<file path="config.mk">
export PLATFORM = sky130hd
export DESIGN_NAME = fault_latch_nch
export DESIGN_NICKNAME = d
export VERILOG_FILES = /design/src/rtl/fault_latch_nch.sv
export SDC_FILE = /design/constraint.sdc
export NUM_CORES = 1
export LEC_CHECK = 0
export BUFFER_PORTS_ARGS = -buffer_cell sky130_fd_sc_hd__buf_2
export CAP_MARGIN = 30
export CORE_AREA = 2 2 189 145
export CTS_CLUSTER_DIAMETER = 200
export CTS_CLUSTER_SIZE = 20
export DETAILED_ROUTE_END_ITERATION = 7
export DIE_AREA = 0 0 191 147
export GPL_TIMING_DRIVEN = 0
export PLACE_DENSITY = 0.77
export SLEW_MARGIN = 40
export SYNTH_ARGS = -nofsm -noshare
export SYNTH_HDL_FRONTEND = slang
export SYNTH_SLANG_ARGS = --single-unit
</file>
<file path="constraint.sdc">
create_clock -name clk -period 9.83 [get_ports clk]
set_input_delay 1.4745 -clock clk [delete_from_list [all_inputs] [get_ports clk]]
set_output_delay 1.4745 -clock clk [all_outputs]
set_load 0.05 [all_outputs]
</file>
<file path="src/rtl/fault_latch_nch.sv">
// N-channel fault debounce, latch and aggregation for the H-bridge power unit.
// Each unmasked fault must be held for dly_us microsecond ticks before it latches.
// The first latch trips the unit and records which channel caused it.
// A trip that lasts BYP_DLY_US ticks raises a sticky bypass request.
// The reset_unit command releases only the channels whose fault has gone away.
module fault_latch_nch #(
  parameter int N_CH       = 12,
  parameter int CNT_W      = 14,
  parameter int BYP_W      = 20,
  parameter int BYP_DLY_US = 1000,
  localparam int IDX_W     = (N_CH > 1) ? $clog2(N_CH) : 1
) (
  input  logic             clk,
  input  logic             rst,
  input  logic             time_1us,
  input  logic             reset_unit,
  input  logic [N_CH-1:0]  fault_in,
  input  logic [N_CH-1:0]  fault_mask,
  input  logic [CNT_W-1:0] dly_us,
  output logic [N_CH-1:0]  err_info,
  output logic             err_unit,
  output logic             trip,
  output logic [IDX_W-1:0] first_idx,
  output logic             first_valid,
  output logic [7:0]       trip_cnt,
  output logic             byp_req
);

  typedef enum logic [1:0] {
    NORMAL = 2'd0,
    TRIP   = 2'd1,
    CLEAR  = 2'd2
  } state_t;

  localparam logic [BYP_W-1:0] BYP_LIMIT = BYP_W'(BYP_DLY_US);

  state_t           state;
  logic [CNT_W-1:0] cnt      [N_CH];
  logic [CNT_W-1:0] cnt_next [N_CH];
  logic [N_CH-1:0]  eff;
  logic [N_CH-1:0]  new_lat;
  logic [N_CH-1:0]  clr_ok;
  logic [N_CH-1:0]  err_set;
  logic [N_CH-1:0]  err_cleared;
  logic [N_CH-1:0]  first_new;
  logic [IDX_W-1:0] first_new_idx;
  logic [CNT_W-1:0] thr;
  logic [BYP_W-1:0] byp_cnt;
  logic [BYP_W-1:0] byp_inc;
  logic             byp_hit;

  // Debounce arithmetic: next counter values, new latches, clear eligibility, first index.
  always_comb begin
    // NOTE: every signal gets a default before any conditional update, so no latch is inferred.
    thr           = (dly_us == '0) ? CNT_W'(1) : dly_us;
    eff           = fault_in & ~fault_mask;
    new_lat       = '0;
    clr_ok        = '0;
    first_new_idx = '0;
    for (int i = 0; i < N_CH; i++) begin
      cnt_next[i] = cnt[i];
      if (!eff[i]) begin
        cnt_next[i] = '0;
      end else if (time_1us && (cnt[i] != '1)) begin
        cnt_next[i] = cnt[i] + CNT_W'(1);
      end
      new_lat[i] = eff[i] && (cnt_next[i] >= thr);
      clr_ok[i]  = !eff[i] && (cnt[i] == '0);
    end
    err_set     = err_info | new_lat;
    err_cleared = (err_info & ~clr_ok) | new_lat;
    first_new   = new_lat & ~err_info;
    // Scan downwards so that the lowest newly set channel is the one kept.
    for (int i = N_CH - 1; i >= 0; i--) begin
      if (first_new[i]) first_new_idx = IDX_W'(i);
    end
    byp_inc = (byp_cnt == BYP_LIMIT) ? byp_cnt : byp_cnt + BYP_W'(1);
    byp_hit = time_1us && (byp_inc == BYP_LIMIT);
  end

  // Per-channel debounce counters.
  always_ff @(posedge clk) begin
    // NOTE: the counters are ordinary flops, not a memory, so they take the reset like any other state.
    if (rst) begin
      for (int i = 0; i < N_CH; i++) cnt[i] <= '0;
    end else begin
      for (int i = 0; i < N_CH; i++) cnt[i] <= cnt_next[i];
    end
  end

  // Trip FSM with registered outputs, the bypass timer and the trip statistics.
  always_ff @(posedge clk) begin
    // NOTE: all state in this block uses non-blocking assignments so it updates together at the edge.
    if (rst) begin
      state       <= NORMAL;
      err_info    <= '0;
      err_unit    <= 1'b0;
      trip        <= 1'b0;
      first_idx   <= '0;
      first_valid <= 1'b0;
      trip_cnt    <= '0;
      byp_cnt     <= '0;
      byp_req     <= 1'b0;
    end else begin
      trip     <= 1'b0;
      err_info <= err_set;
      err_unit <= |err_info;
      case (state)
        NORMAL: begin
          if (|err_set) begin
            state       <= TRIP;
            trip        <= 1'b1;
            first_idx   <= first_new_idx;
            first_valid <= 1'b1;
            if (trip_cnt != 8'hFF) trip_cnt <= trip_cnt + 8'd1;
          end
        end
        TRIP: begin
          if (time_1us) byp_cnt <= byp_inc;
          if (byp_hit) byp_req <= 1'b1;
          if (reset_unit) state <= CLEAR;
        end
        CLEAR: begin
          err_info <= err_cleared;
          if (err_cleared == '0) begin
            state       <= NORMAL;
            first_valid <= 1'b0;
            byp_cnt     <= '0;
          end else begin
            state <= TRIP;
            if (time_1us) byp_cnt <= byp_inc;
            if (byp_hit) byp_req <= 1'b1;
          end
        end
        default: state <= NORMAL;
      endcase
    end
  end

endmodule

</file>
==> flow_summary.toml <==
[pwr]
p_leak_nw = 6.42
peakVddDrop_mv = 0.103
power.total_mw = 1.65
power_per_cell_area_nw_per_um2 = 98.7

[setup_path]
cp.required_ns = 10.18
path_max_fanout = 13
worstSetupPathType = "input port to register"
cp.arrival_ns = 5.98
end_kind = "register"
startpoint_type = "input port"

[grt]
first_global_vias = 13600
grt_start_max_net_pins = 21
grt-ovfl-total = 0
antenna_found_initial = 0
track_usage_pct = 31.4
grt_pass1_wl_um = 70400

[run]
cap_violations = 0

[synthesis]
synth_top_area_share_pct = 28.1
ys_types = 73
synthTopCellsByArea = "dfxtp_1 28%, ha_1 16%, nor2_1 7.4%"
ys_async_sr_fraction_pct = 0
ys_seq_elements = 218
netlist_instances = 1974
synth_top_area_cell = "dfxtp_1"
ys_seq_area_share_pct = 28.1
syn_nets = 2215
synth_flop_cell = "dfxtp_1"
synth_warnings = 0
syn_avg_cell_area_um2 = 7.86
synth_edf_count = 0
netlist_area_um2 = 15500

[final_layout]
multi_input_area_um2 = 10500
fin_cells = 2410
area_growth_pct = 7.68
register_area_um2 = 4360
layout_common_cells = "306 x nor2_1, 218 x dfxtp_1, 208 x nor3_1"
final_nets = 2300
insertedDiodeCount = 0
final_core_util_pct = 63.4
final_common_cell = "nor2_1"
drive_gt1_share_pct = 6.65
fill_cells = 2381

[floorplan]
dieArea_um2 = 28100
chipWidth_um = 191
rows = 52
fp.dieH_um = 147
coreArea_um2 = 26400
io_pins = 70
start_util_pct = 58.9

[clock_network]
cts_tree = "built"
cts_setup_buffers = 0
clock-root-buffer = "clkbuf_16"
post_cts_resized = 0
clk_pin_slew_worst_paths_ns = 0.08
cts_sinks = 218
cts-buffers-inserted = 14
postCtsHoldBufs = 0
clock_latency_ns = 0.50
htreeDepth = 1
cts_buffer_depth = 3

[sta]
fin_skew_ns = 0.0177
tns_ns = 0
post-route-period-util_pct = 57.3
whs_ns = 0.466
hold_viol = 0
finalSetupViolations = 0
rsz0062_at_grt = "no"
maxSlewHeadroom_pct = 38.7
period_needed_ns = 5.63
worstMarginPinSlew_ns = 0.915
slew_viol_final = 0
fmax_mhz = 178

[place]
hpwl_um = 32900
portBuffers = 69
placed_cells = 2394
gp_congestion = 0.948

[detailed_routing]
wl_per_cell_um = 18.6
num_vias = 14900
first_pass_iters = 6
drt_iter0_drc = 1312
viasPerCell = 6.19
drc_errors = 0
ant_nets = 0
routed_wl_um = 44900

[min_path]
hold_class = "register to register"

[outcome]
status = "finished clean"
per-layer routing:
| layer | wire (µm) | share of wire (%) | up-vias | GRT usage, % |
|---|---|---|---|---|
| li1 | - | - | 7241 | - |
| met1 | 20000 | 45 | 6978 | 44.2 |
| met2 | 19200 | 43 | 607 | 47.8 |
| met3 | 4330 | 9.6 | 100 | 7.36 |
| met4 | 1330 | 3.0 | 0 | 8.80 |
| met5 | 0 | 0 | - | 0 |
where the power goes:
part	internal, mW	total [mW]	switching [mW]
registers	0.884	0.886	0.00192
logic	0.0467	0.169	0.123
clock network	0.281	0.593	0.312
total	1.21	1.65	0.436
layout make-up:
cell class | count | area share [%]
Timing Repair Buffer | 69 | 2.07
Inverter | 93 | 2.09
Tap cell | 351 | 2.63
Clock buffer | 16 | 2.33
Multi-Input combinational cell | 1592 | 63.0
Sequential cell | 218 | 26.1
Buffer | 71 | 1.77
path summary, 6_finish.rpt:
| kind | start | end | slack (ns) | depth (start not counted) |
|---|---|---|---|---|
| max | dly_us[8] | byp_cnt[19] | 4.20 | 15 |
| min | byp_req | byp_req | 0.47 | 2 |
| max reg2reg | cnt[0][33] | byp_cnt[19] | 4.81 | 17 |
| min reg2reg | byp_req | byp_req | 0.47 | 2 |
cells by family (layout without fill, tap and decap cells):
| family | Yosys count | in the layout | synth area share (%) |
|---|---|---|---|
| DFF | 218 | 218 | 28.1 |
| adders and majority gates | 199 | 199 | 16.1 |
| and+or+nand+nor | 954 | 954 | 30.2 |
| AOI/OAI and AO/OA | 265 | 265 | 11.6 |
| buffers and inverters | 164 | 249 | 4.14 |
| xor gates and xnor gates | 163 | 163 | 9.21 |
| muxes | 11 | 11 | 0.750 |
flip-flops by register name, summed over array words and instances, names as in the netlist:
name / flops
first_idx: 4
state: 2
cnt: 168
trip: 1
byp_cnt: 20
byp_req: 1
trip_cnt: 8
err_info: 12
err_unit: 1
first_valid: 1
critical path, stage by stage:
cell and delay (ns):
buf_2 0.10, inv_1 0.64, nand4_1 0.23, nor4_1 0.27
a41o_2 0.61, ha_1 0.33, nand2b_1 0.14, a211oi_1 0.23
o21ai_0 0.12, a22oi_1 0.52, and3_1 0.37, nand4_1 0.21
o41ai_2 0.38, buf_4 0.25, a211oi_1 0.06
per-stage QoR:
| step | instance area, µm² | setup WS, ns |
|---|---|---|
| floorplan | 15500 | 4.85 |
| global placement | 16300 | 3.53 |
| detailed placement | 16300 | 3.88 |
| CTS | 16700 | 4.38 |
| global route | 16700 | 4.05 |
| finish | 16700 | 4.20 |
synth_stat cells, types with 9 or more instances:
| cell | instances |
|---|---|
| nor2_1 | 306 |
| nor4_1 | 35 |
| a21o_1 | 10 |
| a21oi_1 | 75 |
| o21ai_1 | 10 |
| mux2i_1 | 9 |
| ha_1 | 199 |
| nor2b_1 | 10 |
| xnor2_1 | 70 |
| nand2b_1 | 31 |
| nor3_1 | 208 |
| nand3_1 | 90 |
| dfxtp_1 | 218 |
| a211oi_1 | 20 |
| nand2_1 | 117 |
| inv_1 | 92 |
| and3_1 | 27 |
| and4_1 | 11 |
| xor2_1 | 93 |
| nand4_1 | 73 |
| clkbuf_1 | 57 |
| o21ai_0 | 54 |
(Power assumes the default switching activity.)
